$ cat src/rtl/garage_motor_driver.sv
// Garage door H-bridge driver with dead-time on direction changes,
// PWM soft-start ramp to full duty and a latched overcurrent fault.
module garage_motor_driver #(
    parameter int PWM_BITS    = 8,
    parameter int RAMP_STEP   = 16,
    parameter int DEAD_CYCLES = 16
) (
    input  logic       clk,
    input  logic       rst,
    input  logic [1:0] control,
    input  logic       oc_fault,
    output logic       hb_up,
    output logic       hb_down,
    output logic       brake,
    output logic       at_speed,
    output logic       fault
);

    localparam int DCW = $clog2(DEAD_CYCLES + 1);
    localparam logic [PWM_BITS:0] FULL = {1'b1, {PWM_BITS{1'b0}}};

    typedef enum logic [2:0] {
        S_IDLE,
        S_DEAD,
        S_RAMP,
        S_RUN,
        S_FAULT
    } state_t;

    state_t              state_q, state_d;
    logic [PWM_BITS-1:0] pwm_cnt_q, pwm_cnt_d;
    logic [PWM_BITS:0]   duty_q, duty_d;
    logic [DCW-1:0]      dead_cnt_q, dead_cnt_d;
    logic                dir_q, dir_d;
    logic                hb_up_q, hb_up_d;
    logic                hb_down_q, hb_down_d;
    logic                brake_q, brake_d;
    logic                at_speed_q, at_speed_d;
    logic                fault_q, fault_d;

    logic                run_cmd;
    logic                cmd_dir;
    logic                wrap;
    logic                drive;
    logic [PWM_BITS+1:0] duty_sum;

    // dir encoding: 0 = up, 1 = down (matches control[0] when running)
    assign run_cmd  = control[1];
    assign cmd_dir  = control[0];
    assign wrap     = &pwm_cnt_q;
    assign duty_sum = {1'b0, duty_q} + (PWM_BITS + 2)'(RAMP_STEP);

    always_comb begin
        state_d    = state_q;
        pwm_cnt_d  = pwm_cnt_q + 1'b1;
        duty_d     = duty_q;
        dead_cnt_d = dead_cnt_q;
        dir_d      = dir_q;

        unique case (state_q)
            S_IDLE: begin
                duty_d = '0;
                if (run_cmd) begin
                    dir_d      = cmd_dir;
                    dead_cnt_d = DCW'(DEAD_CYCLES);
                    state_d    = S_DEAD;
                end
            end
            S_DEAD: begin
                if (oc_fault) begin
                    duty_d  = '0;
                    state_d = S_FAULT;
                end else if (!run_cmd) begin
                    duty_d  = '0;
                    state_d = S_IDLE;
                end else if (cmd_dir != dir_q) begin
                    dir_d      = cmd_dir;
                    dead_cnt_d = DCW'(DEAD_CYCLES);
                end else if (dead_cnt_q <= DCW'(1)) begin
                    dead_cnt_d = '0;
                    duty_d     = '0;
                    state_d    = S_RAMP;
                end else begin
                    dead_cnt_d = dead_cnt_q - 1'b1;
                end
            end
            S_RAMP, S_RUN: begin
                if (oc_fault) begin
                    duty_d  = '0;
                    state_d = S_FAULT;
                end else if (!run_cmd) begin
                    duty_d  = '0;
                    state_d = S_IDLE;
                end else if (cmd_dir != dir_q) begin
                    dir_d      = cmd_dir;
                    dead_cnt_d = DCW'(DEAD_CYCLES);
                    duty_d     = '0;
                    state_d    = S_DEAD;
                end else if (state_q == S_RAMP && wrap) begin
                    // duty only moves at the period boundary: no glitches
                    if (duty_sum >= {1'b0, FULL}) begin
                        duty_d  = FULL;
                        state_d = S_RUN;
                    end else begin
                        duty_d = duty_sum[PWM_BITS:0];
                    end
                end
            end
            S_FAULT: begin
                duty_d = '0;
                if (!run_cmd && !oc_fault) begin
                    state_d = S_IDLE;
                end
            end
            default: begin
                duty_d  = '0;
                state_d = S_IDLE;
            end
        endcase

        drive = (state_d == S_RUN) ||
                (state_d == S_RAMP && {1'b0, pwm_cnt_d} < duty_d);
        hb_up_d    = drive && !dir_d;
        hb_down_d  = drive && dir_d;
        brake_d    = (state_d == S_IDLE) || (state_d == S_DEAD);
        at_speed_d = (state_d == S_RUN);
        fault_d    = (state_d == S_FAULT);
    end

    always_ff @(posedge clk or posedge rst) begin
        if (rst) begin
            state_q    <= S_IDLE;
            pwm_cnt_q  <= '0;
            duty_q     <= '0;
            dead_cnt_q <= '0;
            dir_q      <= 1'b0;
            hb_up_q    <= 1'b0;
            hb_down_q  <= 1'b0;
            brake_q    <= 1'b1;
            at_speed_q <= 1'b0;
            fault_q    <= 1'b0;
        end else begin
            state_q    <= state_d;
            pwm_cnt_q  <= pwm_cnt_d;
            duty_q     <= duty_d;
            dead_cnt_q <= dead_cnt_d;
            dir_q      <= dir_d;
            hb_up_q    <= hb_up_d;
            hb_down_q  <= hb_down_d;
            brake_q    <= brake_d;
            at_speed_q <= at_speed_d;
            fault_q    <= fault_d;
        end
    end

    assign hb_up    = hb_up_q;
    assign hb_down  = hb_down_q;
    assign brake    = brake_q;
    assign at_speed = at_speed_q;
    assign fault    = fault_q;

endmodule

$ cat config.mk
export PLATFORM = sky130hd
export DESIGN_NAME = garage_motor_driver
export DESIGN_NICKNAME = d
export VERILOG_FILES = /design/src/rtl/garage_motor_driver.sv
export SDC_FILE = /design/constraint.sdc
export NUM_CORES = 1
export LEC_CHECK = 0
export CAP_MARGIN = 0
export CORE_MARGIN = 5
export CORE_UTILIZATION = 60
export CTS_BUF_LIST = sky130_fd_sc_hd__clkbuf_4 sky130_fd_sc_hd__clkbuf_8
export CTS_CLUSTER_DIAMETER = 40
export CTS_CLUSTER_SIZE = 14
export DETAILED_ROUTE_END_ITERATION = 16
export PLACE_DENSITY = 0.87
export SLEW_MARGIN = 0
export SYNTH_ARGS = -nofsm -noshare
export SYNTH_HDL_FRONTEND = slang
export SYNTH_SLANG_ARGS = --single-unit
$ cat constraint.sdc
create_clock -name clk -period 3.55 [get_ports clk]
set_input_delay 0.71 -clock clk [delete_from_list [all_inputs] [get_ports clk]]
set_output_delay 0.71 -clock clk [all_outputs]
set_load 0.05 [all_outputs]
# --- Yosys cells after proc, flatten, opt, wreduce, memory -nomap -nowiden ---
# Index checks and enable logic that the tools add are counted.
# W data, S select, Z words.
totals:
  wordCells: 84
  ff_bits: 31
classes:
  n_eq_ne: 15
  add_sub_neg: 3
  muxes: 36
  n_reduce_logical: 17
  order_cmp: 3
ops:
  columns: ["cell", "n"]
  rows:
  - ["$mux W9", 9]
  - ["$mux W5", 8]
  - ["$mux W3", 11]
  - ["$pmux W9 S2", 1]
  - ["$pmux W5 S3", 1]
  - ["$eq A3 B2 Y1 const B", 4]
  - ["$ne A2 B2 Y1 const B", 6]
  - ["$pmux W3 S4", 1]
  - ["$add A9 B5 Y10 const B", 1]
  - ["$ge A10 B9 Y1 const B", 1]
  - ["$lt A8 B9 Y1", 1]
  - ["$add A8 B1 Y8 const B", 1]
  - ["$reduce_and A8 Y1", 1]
  - ["$reduce_and A7 Y1", 1]
  - ["$eq A3 B1 Y1 const B", 2]
  - ["$eq A3 B3 Y1 const B", 2]
  - ["$logic_not A3 Y1", 2]
  - ["$le A5 B1 Y1 const B", 1]
  - ["$logic_and A1 B1 Y1", 5]
  - ["$sub A5 B1 Y5 const B", 1]
  - ["$mux W1", 4]
  - ["$logic_not A1 Y1", 3]
  - ["$reduce_bool A3 Y1", 1]
  - ["$reduce_or A3 Y1", 1]
  - ["other kinds (4)", 5]

# --- Logic depth before layout (Yosys ltp) ---
depth:
  depth_word: 12
  ltp_mapped: 15
  mapped_depth_nobuf: 15

# --- Worst setup path after synthesis ---
# No wires, ideal clock.
synth_timing:
  path_kind: "input to register"
  start: "in control[0]"
  end: "reg hb_up_q, in the netlist hb_up"
  cell_stages: 11
  setup_time_ps: 129
  t_required_ps: 3421
  slack_ps: 368
  t_arrival_ps: 3053
  path_cell_list: "xor2_1 > nor3b_2 > o21ai_0 > or4_1 > a21o_1 > ha_1 > nand3_1 > a211oi_1 > a2bb2oi_1 > a221oi_2 > nor3b_1"
synth_via:
  elab_chain_len: 9
  word_cells_on_any_way: 27
  cone_classes: "order compare: 1; eq/ne: 3; mux: 19; reduce/logical: 4"
synth_rtl:
  columns: ["element", "line_no", "source"]
  rows:
  - ["from (decl)", "10", "input logic [1:0] control,"]
  - ["$ne A1 B1 Y1", "76, 94", null]
  - ["$mux W9, or another cell as far along", "94", "end else if (cmd_dir != dir_q) begin"]
  - ["$mux W9, or another cell as far along", "91", "end else if (!run_cmd) begin"]
  - ["$mux W9, or another cell as far along", "88", "if (oc_fault) begin"]
  - ["$pmux W9 S2 / $pmux W3 S4 (equally long branches)", "60", "unique case (state_q)"]
  - ["$lt A8 B9 Y1 / $eq A3 B2 Y1 (equally long branches)", "122", "(state_d == S_RAMP && {1'b0, pwm_cnt_d} < duty_d);"]
  - ["$logic_and A1 B1 Y1", "122", null]
  - ["$logic_or A1 B1 Y1", "121", "drive = (state_d == S_RUN) ||"]
  - ["$logic_and A1 B1 Y1 *", "123", "hb_up_d = drive && !dir_d;"]
  - ["via hb_up_d", "35", "logic hb_up_q, hb_up_d;"]
  - ["to (signal assigned)", "148", "hb_up_q <= hb_up_d;"]
  - ["to (decl)", "35", null]
# The timed path passes the listed nets; every way through them passes the cells marked *.
# A chain may end at the register's enable or synchronous reset.

# --- Worst setup path in the final report ---
layout_timing:
  start: "reg pwm_cnt_q[0]"
  end: "reg hb_up_q, in the netlist hb_up"
layout_via:
  elab_chain_len: 11
  word_cells_on_any_way: 19
  cone_classes: "add/sub: 1; order compare: 1; eq/ne: 2; mux: 10; reduce/logical: 5"
layout_rtl:
  columns: ["element", "line_no", "source"]
  rows:
  - ["from (decl)", "31", "logic [PWM_BITS-1:0] pwm_cnt_q, pwm_cnt_d;"]
  - ["from (signal assigned)", "144", "pwm_cnt_q <= pwm_cnt_d;"]
  - ["$reduce_and A8 Y1", "50", "assign wrap = &pwm_cnt_q;"]
  - ["$logic_and A1 B1 Y1", "99", "end else if (state_q == S_RAMP && wrap) begin"]
  - ["$mux W9 / $mux W3 (equally long branches)", "99", null]
  - ["$mux W9 / $mux W3 (equally long branches)", "94", null]
  - ["$mux W9 / $mux W3 (equally long branches)", "91", null]
  - ["$mux W9 / $mux W3 (equally long branches)", "88", null]
  - ["$pmux W9 S2 / $pmux W3 S4 (equally long branches)", "60", null]
  - ["$lt A8 B9 Y1 / $eq A3 B2 Y1 (equally long branches)", "122", null]
  - ["$logic_and A1 B1 Y1", "122", null]
  - ["$logic_or A1 B1 Y1 *", "121", null]
  - ["$logic_and A1 B1 Y1 *", "123", null]
  - ["via hb_up_d", "35", null]
# Marks and branches as above.

==> results.toml <==
[min_path]
hold_class = "register to register"
min_path_cells = 2

[global_route]
grt.total_usage_pct = 21.3
overflow = 0
grt_pass1_vias = 1405
grt_max_degree = 32
grt_pass1_wl_um = 6490
antenna_found_initial = 0

[worst_setup_path]
cpPeakStageDelay_ps = 510
crit_slowest_cell = "or4_4"
worstPathRequired_ps = 3820
crit_arrival_ps = 3630
crit_path_start_kind = "register"
ff2ff_path_depth = 13
path_class = "register to register"
end_kind = "register"
worstPathCellList = "ha_1 > nand2_4 > or4_4 > o21ai_1 > a21oi_1 > nand2_1 > ha_1 > a21o_1 > a21o_1 > a211oi_1 > a2bb2oi_1 > a221oi_2 > nor3b_1"
cp_max_fo = 5

[detailed_routing]
drc = 0
vias_per_cell = 6.23
wl_met3_um = 246
met1_length_um = 1520
drtIter0Drc = 165
detail_route.wl_per_cell_um = 16.5
drt_pass1_iterations = 4
dr.max_layer_used = "met4"
wirelength_um = 3770
dr_wl_met2_um = 1900
vias = 1420
drt.antenna.violating_nets = 0

[synthesis]
synthArstFlopShare_pct = 100
synthCells = 166
yosys_register_bits = 31
synth.distinct_cells = 43
synth.cell_area_sq_um = 1690
synthFlopType = "dfrtp_1"
synthTopCellsByArea = "dfrtp_1, ha_1, nand2_1"
synth_edf_count = 0
yosysWarnings = 0
syn_avg_cell_area_sq_um = 10.2
synth_seq_area_share_pct = 46.1
synth_top_area_share_pct = 44.5
synth_fp_nets = 182
synth_top_area_cell = "dfrtp_1"

[finish]
fin_nets = 212
instances_no_fill = 228
syn_to_final_growth_pct = 16.8
layout_common_cells = "dfrtp_1, nand2_1, buf_4, ha_1"
drive_above_1_share_pct = 17.3
diodes = 0
fin_util_pct = 72.0
stdcell_area_sq_um = 1970
num-fill-cells = 197
layout_commonest_cell = "dfrtp_1"

[pwr]
vdd_ir_drop_max_v = 0.000699
p_total_mw = 1.09
clkPwrFrac_pct = 18.8
comb_power_share_pct = 39.6
p_int_mw = 0.665
p_leak_nw = 0.899
p_sw_share_pct = 38.9
power.net_switching_mw = 0.424
pwr-share-seq_pct = 41.7
power_density_nw_per_um2 = 553

[timing]
clock_skew_ps = 16.5
worstMarginPinSlew_ps = 764
setup-tns-final_ps = 0
fmax_ghz = 0.298
slew_headroom_pct = 48.6
fin_crit_ps = 3360
report.final.setup_viol = 0
final-hold-violation-count = 0
timing.final.ws_setup_ps = 195
rsz0062_at_grt = "false"
whs_ps = 478
final_max_slew_viol_count = 0
period_share_pct = 94.5

[clock_tree]
cts.clk_slew.worst_paths_ps = 100
cts_tree = "done"
clock_sinks = 31
post-cts-setup-buffers = 0
clock_path_buffers = 2
clk_latency_ps = 350
ctsRootBufferMaster = "clkbuf_4"
numCtsBuffers = 5
h-tree-depth = 2

[floorplanning]
core.rowCount = 19
initial_core_util_pct = 61.6
die_area_sq_um = 3970
die_w_um = 63
core-area_sq_um = 2730
die_h_um = 63
io_pins = 10

[placed_design]
placed_area_sq_um = 1920
pre_cts_slack_ps = -197
dpl.cell_count = 220
io_buffers = 9
gp_congestion = 0.887
hpwl_um = 2850

[status]
status = "complete, no violations"

[job]
drv_cap = 0
==> cell families after synthesis <==
family	after synthesis	share of synthesized area [%]
and+or+nand+nor	61	19.8
DFF	31	46.1
buffers and inverters	9	2.45
AOI/OAI and AO/OA	44	18.1
xor gates and xnor gates	9	4.68
muxes	1	0.668
adders and majority gates	11	8.17
==> worst paths after layout <==
kind                              end  slack [ps]         start
setup / recovery                hb_up         190  pwm_cnt_q[0]
min in group asynchronous  state_q[1]         720           rst
hold reg to reg             duty_q[1]         480     duty_q[1]
setup reg to reg                hb_up         190  pwm_cnt_q[0]
max in group asynchronous       brake        2520           rst
hold / removal              duty_q[1]         480     duty_q[1]
==> power groups by stage <==
| stage | registers [mW] | logic [mW] | clock network, mW |
|---|---|---|---|
| after global placement | 0.456 | 0.401 | 0 |
| after floorplan | 0.483 | 0.257 | 0 |
| after CTS | 0.453 | 0.428 | 0.207 |
| after global routing | 0.461 | 0.469 | 0.235 |
| final | 0.454 | 0.431 | 0.204 |
| after detailed placement | 0.460 | 0.425 | 0 |
==> synth_stat cells, drive strengths merged, types with 2 or more instances <==
cell type,n
or3,2
ha,11
xnor2,5
o31ai,2
or4,2
dfrtp,30
a211oi,3
nand2,17
nor3b,4
nor4,2
or2,2
nand4,2
nand2b,3
o21ai,10
a31oi,3
xor2,4
nor2,9
o21bai,2
o21a,2
a21o,6
and2,4
nor3,3
inv,8
nand3,9
a21oi,8
==> flip-flops by register name (all words and copies together) (netlist names) <==
signal and cells:
hb_up 1, brake 1, dead_cnt_q 5, dir_q 1, pwm_cnt_q 8, at_speed 1
duty_q 9, hb_down 1, state_q 3, fault 1
==> repair_timing <==
action | in CTS | in global routing
gates resized for setup | 0 | 1
setup endpoints to repair | 0 | 2
hold buffers | 0 | 0
==> area by class of cell <==
class,count,area [sq um],share of cell area [%]
multi-input combinational,126,867,44.1
sequential,31,777,39.5
timing repair buffer,24,203,10.3
tap,31,38.8,1.97
clock buffer,5,37.5,1.91
inverter,8,30.0,1.53
clock inverter,3,15.0,0.763
==> metal layers <==
| layer | up-vias | global-route usage, % |
|---|---|---|
| li1 | 669 | - |
| met1 | 683 | 24.0 |
| met2 | 54 | 34.7 |
| met3 | 14 | 7.55 |
| met4 | 0 | 11.7 |
| met5 | - | 0 |
==> critical path: cells and delay by family, from the launching register on <==
| kind | cells | cell delay (ps) |
|---|---|---|
| simple gates | 4 | 930 |
| flops | 1 | 450 |
| compound gates | 7 | 1380 |
| fa+ha+maj | 2 | 550 |
No activity file was read; power rests on OpenSTA's default activity.
